===== config.mk =====
export PLATFORM = sky130hd
export DESIGN_NAME = mem_port_arbiter
export DESIGN_NICKNAME = d
export VERILOG_FILES = /design/src/rtl/mem_port_arbiter.sv
export SDC_FILE = /design/constraint.sdc
export NUM_CORES = 1
export LEC_CHECK = 0
export CAP_MARGIN = 15
export CORE_ASPECT_RATIO = 1.4
export CORE_MARGIN = 10
export CORE_UTILIZATION = 20
export DETAILED_ROUTE_END_ITERATION = 7
export GPL_ROUTABILITY_DRIVEN = 0
export PLACE_DENSITY = 0.92
export SYNTH_ARGS = -nofsm -noshare
export SYNTH_HDL_FRONTEND = slang
export SYNTH_SLANG_ARGS = --single-unit

===== constraint.sdc =====
create_clock -name clk -period 2.1 [get_ports clk]
set_input_delay 0.21 -clock clk [delete_from_list [all_inputs] [get_ports clk]]
set_output_delay 0.21 -clock clk [all_outputs]
set_load 0.03 [all_outputs]

===== src/rtl/mem_port_arbiter.sv =====
// mem_port_arbiter: shares one single-port memory between instruction fetch (IF)
// and the MEM stage (DM). DM has priority; a saturating starvation counter forces
// an IF win after STARVE_MAX consecutive lost arbitrations. Reads hold the port
// for MEM_LAT cycles, and the read data is returned to the requester that issued it.
module mem_port_arbiter #(
  parameter int MEM_LAT    = 2,  // read issue -> data valid, >= 1
  parameter int STARVE_MAX = 4   // 1..15
) (
  input  logic        clk,
  input  logic        reset,
  // instruction fetch requester
  input  logic        if_req,
  input  logic [31:0] if_addr,
  output logic        if_gnt,
  output logic        if_rvalid,
  output logic [31:0] if_rdata,
  // MEM-stage requester
  input  logic        dm_req,
  input  logic [31:0] dm_addr,
  input  logic        dm_wen,
  input  logic [31:0] dm_wdata,
  output logic        dm_gnt,
  output logic        dm_rvalid,
  output logic [31:0] dm_rdata,
  // memory port
  output logic        mem_en,
  output logic        mem_we,
  output logic [31:0] mem_addr,
  output logic [31:0] mem_wdata,
  input  logic [31:0] mem_rdata,
  output logic        busy
);

  typedef enum logic { IDLE, RD_WAIT } state_e;
  typedef enum logic { OWN_IF, OWN_DM } owner_e;

  localparam int            CW         = $clog2(MEM_LAT + 1);
  localparam logic [CW-1:0] LAT_LOAD   = CW'(MEM_LAT);
  localparam logic [CW-1:0] LAT_LAST   = CW'(1);
  localparam logic [3:0]    STARVE_LIM = 4'(STARVE_MAX);

  state_e        state_q, state_d;
  owner_e        owner_q, owner_d;
  logic [CW-1:0] wait_q,  wait_d;
  logic [3:0]    starve_q, starve_d;

  logic final_wait;
  logic grant_ok;
  logic rd_grant;

  // Arbitration and memory-port drive: purely combinational from requests and state
  always_comb begin
    // NOTE: every output gets a default first, so no path through this block
    // leaves a signal unassigned and no latch is inferred.
    if_gnt    = 1'b0;
    dm_gnt    = 1'b0;
    mem_en    = 1'b0;
    mem_we    = 1'b0;
    mem_addr  = '0;
    mem_wdata = '0;

    // The final wait cycle frees the port, so a new grant can overlap the rvalid.
    final_wait = (state_q == RD_WAIT) && (wait_q == LAT_LAST);
    grant_ok   = !reset && ((state_q == IDLE) || final_wait);

    if (grant_ok) begin
      if (dm_req && !(if_req && (starve_q == STARVE_LIM))) begin
        dm_gnt    = 1'b1;
        mem_en    = 1'b1;
        mem_we    = dm_wen;
        mem_addr  = dm_addr;
        mem_wdata = dm_wdata;
      end else if (if_req) begin
        if_gnt    = 1'b1;
        mem_en    = 1'b1;
        mem_addr  = if_addr;
      end
    end

    rd_grant = if_gnt || (dm_gnt && !dm_wen);
  end

  // Read-return path: decoded from registered state only
  always_comb begin
    busy      = (state_q == RD_WAIT);
    if_rvalid = final_wait && (owner_q == OWN_IF);
    dm_rvalid = final_wait && (owner_q == OWN_DM);
    if_rdata  = if_rvalid ? mem_rdata : '0;
    dm_rdata  = dm_rvalid ? mem_rdata : '0;
  end

  // Next-state: read-wait FSM, owner tracking and starvation counter
  always_comb begin
    state_d  = state_q;
    owner_d  = owner_q;
    wait_d   = wait_q;
    starve_d = starve_q;

    if (rd_grant) begin
      state_d = RD_WAIT;
      owner_d = if_gnt ? OWN_IF : OWN_DM;
      wait_d  = LAT_LOAD;
    end else if (final_wait) begin
      state_d = IDLE;
      wait_d  = '0;
    end else if (state_q == RD_WAIT) begin
      wait_d  = wait_q - LAT_LAST;
    end

    // A dropped IF request (flush) restarts the fairness window.
    if (!if_req || if_gnt) begin
      starve_d = '0;
    end else if (dm_gnt && (starve_q != STARVE_LIM)) begin
      starve_d = starve_q + 4'd1;
    end
  end

  // State registers with synchronous active-high reset
  always_ff @(posedge clk) begin
    // NOTE: sequential state uses non-blocking assignments so every flop samples
    // the pre-edge values of the others, independent of statement order.
    if (reset) begin
      state_q  <= IDLE;
      owner_q  <= OWN_IF;
      wait_q   <= '0;
      starve_q <= '0;
    end else begin
      state_q  <= state_d;
      owner_q  <= owner_d;
      wait_q   <= wait_d;
      starve_q <= starve_d;
    end
  end

endmodule


==> out/summary.txt <==
total iterations of the first detailed-routing run -> 4
maximum operating frequency -> 0.483 GHz
Max-Slew Margin vs Limit -> 77.7%
mean number of vias per cell -> 4.52
maximum clock skew at final layout -> 5.90 ps
Static Leak -> 1.99 nW
Slew Viols, Final -> 0
Critical Path Sink Type -> output port
clk_lat worst skew -> 240 ps
Storage cell area -> 161 um^2
primary flip-flop cell chosen by synthesis mapping -> dfxtp_1
EDFF count, synth -> 0
maximum clock insertion buffer count -> 2
startpoint of the worst hold path -> owner_q
area of the core -> 6980 um^2
# Post-CTS Setup Buffers -> 0
share of post-route cells with drive strength above 1 -> 33.7%
required arrival time at the worst endpoint -> 1890 ps
total length of routed wires -> 11.5 mm
non-filler cells, final -> 559
Layout Area Growth over Synthesis -> 192%
syn avg cell area -> 7.12 um^2
classification of the worst-slack hold path -> flip-flop to flip-flop
height of the die -> 120 um
number of ports placed on the die boundary -> 268
total number of H-tree levels -> 1
peak ir drop on the vdd network -> 0.398 mV
final cycle utilization of the critical path -> 98.6%
Power per Cell Area -> 274 nW/um^2
largest net degree at the start of global routing -> 68
antenna violations before repair -> 1
Tot GR Track Use -> 18.3%
effective utilization at floorplan -> 20.6%
fraction of synthesis flops using an asynchronous set or reset pin -> 0%
cell count after placement -> 554
clock tree root buffer cell -> clkbuf_8
unique cell type count in the Yosys netlist -> 31
clock tree from TritonCTS -> yes
number of filler cells placed in the layout -> 577
total number of yosys warnings -> 0
final hold viol count -> 0
routed len/inst -> 20.5 um
critical path arrival -> 1860 ps
setup repair after global routing missed its margin -> true
Mapped Area -> 1440 um^2
Multi-input gate area -> 1190 um^2
Remaining Overflow, GRT -> 0
First DRT Iteration DRCs -> 76
via count of the first global-routing pass -> 2624
total vias in the final route -> 2528
Clk pin slew, worst setup/hold paths -> 40 ps
cell depth of the worst hold path -> 2
HPWL after DPL -> 9.93 mm
# setup viols final -> 0
worst hold margin -> 500 ps
die footprint -> 11000 um^2
horizontal extent of the die -> 91.7 um
Final min period -> 2070 ps
cell depth of the worst flop-to-flop path -> 7
critical path type -> flip-flop to output port
Num CTS Buffers -> 3
DRC -> 0
post-route ant nets -> 0
Net count, final -> 601
status -> complete, no violations
count of max-cap constraint violations -> 0
slew at the pin with the worst max-slew slack -> 335 ps
sinks on the clock net -> 8
total of flip-flops plus latches after synthesis -> 8
wire length of the first global-routing pass -> 16.0 mm
# port buffers -> 267
number of placement rows -> 36
share of synthesized area occupied by flip-flops and latches -> 11.1%
CP Max Fanout -> 33
crit path from -> starve_q[0]
category of the worst setup path launch point -> flip-flop
r2r startpoint -> starve_q[0]
Syn Inst Count -> 202
Mapped Nets -> 338
flip-flops by register name, indices dropped and copies added, names as in the netlist:
name	cells
busy	1
owner_q	1
starve_q	4
wait_q	2
final cells by class:
class / instances / share of cell area (%)
diodes: 1 / 0.0596
clock buffers: 3 / 0.983
inverters: 7 / 0.626
multi-input cells: 170 / 28.3
flip-flops and latches: 8 / 3.84
well taps: 95 / 2.83
repair buffers: 275 / 63.4
cell usage in the layout (no fill, tap or decap), drive strengths merged:
cell,synthesis,layout
nand4b,1,1
dlymetal6s2s,0,1
buf,9,140
or4b,1,1
nand3b,2,2
dfxtp,8,8
mux2i,2,2
or2b,1,1
o21ai,1,1
o22a,1,1
nor3,1,1
clkdlybuf4s50,0,133
a21oi,4,4
a211o,1,1
clkbuf,8,4
nor2,7,7
ha,3,3
o211ai,1,1
and3,1,1
nand2,5,5
nand3,3,3
a22o,32,32
and2,97,97
xnor2,1,1
inv,7,7
diode,0,1
or2,1,1
nand2b,2,2
o32ai,1,1
nor2b,1,1
power by group:
part | internal (mW) | switching (mW)
clock | 0.125 | 0.0681
sequential | 0.161 | 0.00605
combinational | 0.441 | 0.348
layer usage:
metal	up-vias	share of wire, %	GRT usage [%]
met5	-	0	0
met3	29	12	8.48
met1	1135	32	16.4
li1	1208	-	-
met2	156	53	35.2
met4	0	3.0	6.09
final timing paths:
| check | to | slack [ps] |
|---|---|---|
| worst min-delay path | owner_q | 500 |
| worst max register to register | owner_q | 600 |
| worst max-delay path | mem_addr[24] | 30 |
| worst min register to register | owner_q | 500 |
worst max-delay path, stage by stage, from the launching register on:
cell	delay (ps)
dfxtp_1	320
inv_2	70
ha_2	190
nand4b_1	140
and3_2	300
clkbuf_16	220
a22o_4	250
buf_12	140
synth_stat cells (2+ instances only):
cell,instances,area (um^2)
dfxtp_1,8,160
clkbuf_1,7,26.3
inv_1,7,26.3
buf_2,4,20.0
and2_1,97,607
nor2_1,7,26.3
nand2_1,4,15.0
nand3_1,3,15.0
a21oi_1,3,15.0
nand2b_1,2,12.5
nand3b_1,2,15.0
mux2i_1,2,20.0
buf_4,5,37.5
ha_1,3,37.5
a22o_1,32,280
per-stage QoR:
step                      utilization (%)  area (um^2)  power (mW)  setup WS (ps)  TNS, ps
after CTS                            59.0         4120        1.13         -0.434   -0.434
after floorplan                         -         1440       0.475            213        0
after global placement               58.2         4060       0.920            210        0
after detailed placement             58.2         4060       0.935            131        0
after global routing                 60.1         4200        1.20          -91.3    -2020
final                                60.2         4200        1.15           29.7        0
cells by family after synthesis:
logic type	after synthesis	share of synthesized area [%]
AO/OA/AOI/OAI	41	23.8
XOR/XNOR	1	0.609
AND/OR/NAND/NOR	123	52.4
adder cells (fa/ha/maj)	3	2.61
multiplexers	2	1.39
flip-flops	8	11.1
buffers and inverters	24	8.00
timing repair:
action	in CTS	in global routing
endpoints found under the hold margin	0	0
cloned	0	1
pin swaps	0	1
hold buffers	0	0
resized for setup	3	17
setup endpoints to repair	66	66
Note: power is estimated with default switching activity, not from simulation.
